`config.mk`:
```
export PLATFORM = sky130hd
export DESIGN_NAME = mod_reduce_seq
export DESIGN_NICKNAME = d
export VERILOG_FILES = /design/src/rtl/mod_rsa_pkg.sv /design/src/rtl/mod_sub_step.sv /design/src/rtl/mod_reduce_seq.sv
export SDC_FILE = /design/constraint.sdc
export NUM_CORES = 2
export LEC_CHECK = 0
export CORE_MARGIN = 5
export CORE_UTILIZATION = 35
export DETAILED_ROUTE_END_ITERATION = 16
export GPL_TIMING_DRIVEN = 0
export REMOVE_ABC_BUFFERS = 1
export SLEW_MARGIN = 20
export SYNTH_ARGS = -nofsm -noshare
export SYNTH_HDL_FRONTEND = slang
export SYNTH_SLANG_ARGS = --single-unit
export TNS_END_PERCENT = 5
```
`constraint.sdc`:
```
create_clock -name clk -period 22 [get_ports clk]
set_input_delay 6.6 -clock clk [delete_from_list [all_inputs] [get_ports clk]]
set_output_delay 6.6 -clock clk [all_outputs]
set_load 0.01 [all_outputs]
```
`src/rtl/mod_rsa_pkg.sv`:
```
// Shared definitions for the RSA modular-reduction datapath: FSM states,
// default operand width and counter sizing.
package mod_rsa_pkg;

    typedef enum logic [1:0] {
        IDLE,
        RUN,
        DONE
    } state_e;

    localparam int RSA_WIDTH = 256;

    function automatic int cnt_width(input int width);
        return $clog2(width + 1);
    endfunction

endpackage

```
`src/rtl/mod_sub_step.sv`:
```
// One restoring shift-subtract iteration: shift the next dividend bit into the
// partial remainder, subtract the modulus when it fits, emit the quotient bit.
module mod_sub_step #(
    parameter int WIDTH = 256
) (
    input  logic [WIDTH:0]   r_in,
    input  logic             d_bit,
    input  logic [WIDTH-1:0] m,
    output logic [WIDTH:0]   r_out,
    output logic             q_bit
);

    logic [WIDTH:0] t;
    logic           ge;

    // A set top bit of R would place the shifted value beyond any modulus,
    // so it forces the subtract; in normal operation R[WIDTH] stays 0.
    always_comb begin
        t     = {r_in[WIDTH-1:0], d_bit};
        ge    = r_in[WIDTH] | (t >= {1'b0, m});
        r_out = ge ? (t - {1'b0, m}) : t;
        q_bit = ge;
    end

endmodule

```
`src/rtl/mod_reduce_seq.sv`:
```
// Constant-time sequential reducer: remainder and quotient by restoring
// division, one quotient bit per clock, WIDTH cycles per operation.
module mod_reduce_seq
    import mod_rsa_pkg::*;
#(
    parameter int WIDTH = RSA_WIDTH
) (
    input  logic             clk,
    input  logic             reset,
    input  logic             in_valid,
    output logic             in_ready,
    input  logic [WIDTH-1:0] dividend,
    input  logic [WIDTH-1:0] modulus,
    output logic             out_valid,
    input  logic             out_ready,
    output logic [WIDTH-1:0] remainder,
    output logic [WIDTH-1:0] quotient,
    output logic             div_zero
);

    localparam int CNT_W = cnt_width(WIDTH);

    state_e           state_q, state_d;
    logic [CNT_W-1:0] cnt_q, cnt_d;
    logic [WIDTH:0]   r_q, r_d;
    logic [WIDTH-1:0] q_q, q_d;
    logic [WIDTH-1:0] m_q, m_d;
    logic             dz_r_q, dz_r_d;
    logic             out_valid_q, out_valid_d;
    logic [WIDTH-1:0] remainder_q, remainder_d;
    logic [WIDTH-1:0] quotient_q, quotient_d;
    logic             div_zero_q, div_zero_d;

    logic [WIDTH:0]   r_step;
    logic             q_bit;
    logic             accept;
    logic             last_iter;

    mod_sub_step #(.WIDTH(WIDTH)) u_step (
        .r_in  (r_q),
        .d_bit (q_q[WIDTH-1]),
        .m     (m_q),
        .r_out (r_step),
        .q_bit (q_bit)
    );

    assign in_ready  = (state_q == IDLE) | ((state_q == DONE) & out_ready);
    assign accept    = in_valid & in_ready;
    assign last_iter = (cnt_q == CNT_W'(WIDTH - 1));

    always_comb begin
        state_d     = state_q;
        cnt_d       = cnt_q;
        r_d         = r_q;
        q_d         = q_q;
        m_d         = m_q;
        dz_r_d      = dz_r_q;
        out_valid_d = out_valid_q;
        remainder_d = remainder_q;
        quotient_d  = quotient_q;
        div_zero_d  = div_zero_q;

        case (state_q)
            IDLE: begin
                if (accept) state_d = RUN;
            end
            RUN: begin
                r_d   = r_step;
                q_d   = {q_q[WIDTH-2:0], q_bit};
                cnt_d = cnt_q + 1'b1;
                if (last_iter) begin
                    state_d     = DONE;
                    out_valid_d = 1'b1;
                    remainder_d = r_step[WIDTH-1:0];
                    quotient_d  = {q_q[WIDTH-2:0], q_bit};
                    div_zero_d  = dz_r_q;
                end
            end
            DONE: begin
                if (out_ready) begin
                    out_valid_d = 1'b0;
                    state_d     = in_valid ? RUN : IDLE;
                end
            end
            default: state_d = IDLE;
        endcase

        // Operands are captured only on the accepting edge.
        if (accept) begin
            r_d    = '0;
            q_d    = dividend;
            m_d    = modulus;
            dz_r_d = (modulus == '0);
            cnt_d  = '0;
        end
    end

    always_ff @(posedge clk) begin
        if (reset) begin
            state_q     <= IDLE;
            cnt_q       <= '0;
            out_valid_q <= 1'b0;
            remainder_q <= '0;
            quotient_q  <= '0;
            div_zero_q  <= 1'b0;
        end else begin
            state_q     <= state_d;
            cnt_q       <= cnt_d;
            out_valid_q <= out_valid_d;
            remainder_q <= remainder_d;
            quotient_q  <= quotient_d;
            div_zero_q  <= div_zero_d;
        end
    end

    // Working registers hold data only; their contents are ignored until reloaded.
    always_ff @(posedge clk) begin
        r_q    <= r_d;
        q_q    <= q_d;
        m_q    <= m_d;
        dz_r_q <= dz_r_d;
    end

    assign out_valid = out_valid_q;
    assign remainder = remainder_q;
    assign quotient  = quotient_q;
    assign div_zero  = div_zero_q;

endmodule

```
==> flow_summary.ini <==
[power]
power_switching_mw = 5.210
pwr-share-clk_pct = 23.4
switching_share_pct = 46.14
p_int_mw = 6.083
seqPwrFrac_pct = 27.8
leakagePower_nw = 33.52
vdd_drop_max_mv = 0.1009
comb_power_share_pct = 48.8
power_density_nw_per_um2 = 126.8

[finish]
nNetsFinal = 10120
layout_common_cells = 1972 x nand2_1, 1029 x clkdlybuf4s50_1, 952 x a21oi_1, 782 x dfxtp_1, 678 x o21ai_0
syn_to_final_growth_pct = 27.09
fillers = 19840
final_cells = 12150
final_common_cell = nand2_1
post-route-cell-area_um2 = 89040
drive_above_1_share_pct = 4.718

[sta]
period_needed_ns = 14.59
clock_skew_ns = 0.04971
hold_viol = 0
fmax_mhz = 68.53
rsz0062_at_grt = no
worstMarginPinSlew_ns = 1.275
setup_violations = 0
finalCritPeriodShare_pct = 66.33
hold-worst-slack_ns = 0.4540
slew_viol_final = 0
slew_headroom_pct = 14.22
setup_tns_ns = 0
worst_slack_ns = 7.408

[hold_path]
holdPathStages = 2
holdPathEnd = quotient[193]
min_from = quotient[193]
hp-class = register to register

[critical_path]
rr_endpoint = r_q[242]
cp-end-kind = primary output
crit_required_ns = 15.40
crit_family = buffers and inverters
crit_type = input port to primary output
cpMaxStageDelayCell = clkdlybuf4s50_1
rrSetupSlack_ns = 15.16
crit_arrival_ns = 7.99
crit_buf_inv = 2
crit-reg2reg-launch = q_q[255]
cp_slowest_stage_delay_ns = 0.65
worst_r2r_path_depth = 16
startpoint_type = input port
crit_chain = clkdlybuf4s50_1, nor2_1, nor2_1, clkdlybuf4s50_1
critical_path.max_fanout = 5

[synthesis]
synth_area_per_cell_um2 = 8.130
synth-main-ff-cell = dfxtp_1
yosysWarnings = 0
synth_cell_type_count = 109
ys_async_sr_fraction_pct = 0
synth_top_area_cell = dfxtp_1
synth_cells = 8618
seq_area_frac_synth_pct = 44.33
synth_edf_count = 513
synthTopCellsByArea = dfxtp_1 22%, edfxtp_1 22%, nand2_1 11%, a21oi_1 6.8%, o21ai_0 4.9%
synth_seq_cells = 1295
synth_top_area_share_pct = 22.34
synth_area_um2 = 70060

[cts]
hold_buffers = 0
worstSkewPairLatency_ns = 0.84
cts_tree = done
cts_sinks = 1295
cts_buffers = 151
ctsLongestPathBuffers = 3
path_clk_slew_ns = 0.06
cts_root_buf = clkbuf_16
post_cts_buffers = 0
cts_resized = 0
htree_num_levels = 4

[routing]
viasPerCell = 5.658
vias = 68760
drtAntennaViolNets = 0
avgRoutedWirePerCell_um = 28.13
wl_mm = 341.8
drt-initial-drc-count = 6491
dr.pass1.iters = 5
drc = 0

[die]
rows = 164
fp.dieH_um = 457.4
ioPinCount = 1031
initial_core_util_pct = 35.13
die_x_um = 457.4
dieArea_um2 = 209200
core_um2 = 199500

[placed_design]
dp_slack_ns = 7.396
dp_hpwl_mm = 275.9
dp.cells = 11850
globalplace.congestion = 1.006
portBuffers = 1030
placed_area_um2 = 83750

[global_route]
overflow = 0
met1_usage_pct = 40.35
grtUsageTotal_pct = 31.13
grt_most_used_layer = met2
use_met2_pct = 49.54
grt_pass1_wl_mm = 480.6
met3_usage_pct = 6.244
grt_pass1_vias = 66150
antenna_found_initial = 51
grt_max_degree = 109

[run_status]
outcome = finished clean

[flow_run]
max_cap_viol_count = 0
cells by family (layout without fill, tap and decap cells):
kind of cell | count (synthesis) | in the layout | synth area share, %
other cells | 0 | 22 | 0
compound gates | 2477 | 2477 | 21.27
simple gates | 3364 | 3364 | 20.74
buf+inv | 926 | 1782 | 5.193
mux | 64 | 64 | 0.9268
xor+xnor | 233 | 233 | 2.913
fa+ha+maj | 259 | 259 | 4.636
flops | 1295 | 1295 | 44.33
registers in the layout (all words and copies together) (netlist names):
register / count
r_q: 257
m_q: 256
q_q: 256
quotient: 256
remainder: 256
cnt_q: 9
state_q: 2
div_zero: 1
dz_r_q: 1
out_valid: 1
routing by layer:
metal	wire, µm	vias up
li1	-	31900
met3	23760	562
met4	19920	38
met1	144400	33590
met2	153500	2670
met5	267	-
worst max path at each step:
stage          startpoint  depth (start not counted)        to
4_1_cts         out_ready                          4  in_ready
3_5_place_dp    out_ready                          4  in_ready
5_1_grt         out_ready                          4  in_ready
6_report        out_ready                          4  in_ready
3_3_place_gp    out_ready                          5  q_q[252]
2_1_floorplan   out_ready                          5    r_q[0]
cell type report:
class	count	area [µm²]	area share [%]
multi-input cells	6397	35570	39.94
repair buffers	1122	12370	13.90
diodes	22	55.05	0.06183
well taps	2656	3323	3.732
clock inverters	71	968.4	1.088
clock buffers	213	4264	4.789
flip-flops and latches	1295	31060	34.88
inverters	376	1431	1.607
metrics by stage:
| stage | power [mW] | util (%) |
|---|---|---|
| after floorplan | 6.571 | - |
| after global placement | 8.714 | 40.85 |
| after detailed placement | 8.535 | 41.99 |
| after CTS | 11.21 | 44.61 |
| after global routing | 11.83 | 44.62 |
| final | 11.29 | 44.64 |
power groups by stage:
stage	combinational (mW)	clock (mW)	sequential, mW
6_report	5.51	2.64	3.14
5_1_grt	5.87	2.79	3.17
3_3_place_gp	5.54	0	3.17
2_1_floorplan	3.48	0	3.09
4_1_cts	5.39	2.69	3.13
3_5_place_dp	5.36	0	3.18
tightest hold or removal path, cell delays in order, from the launching register on:
cell     delay (ns)
dfxtp_1        0.30
nand2_1        0.05
a21oi_1        0.05
synthesized netlist by cell type (all sizes together) (21+ instances only):
cell and instances:
a211oi 132, a21boi 31, a21o 112, a21oi 953, a221oi 21, a22o 60, a22oi 21, a31oi 51
and2 21, and3 22, and4 28, buf 93, clkbuf 457, dfxtp 782, edfxtp 513, ha 258
inv 375, mux2i 57, nand2 1976, nand2b 25, nand3 91, nand4 216, nor2 616, nor2b 22
nor3 119, nor4 128, o211ai 28, o21a 58, o21ai 703, o21bai 112, o31ai 39, or2 27
or3 39, xnor2 126, xor2 107
Note: power is estimated with default switching activity, not from simulation.
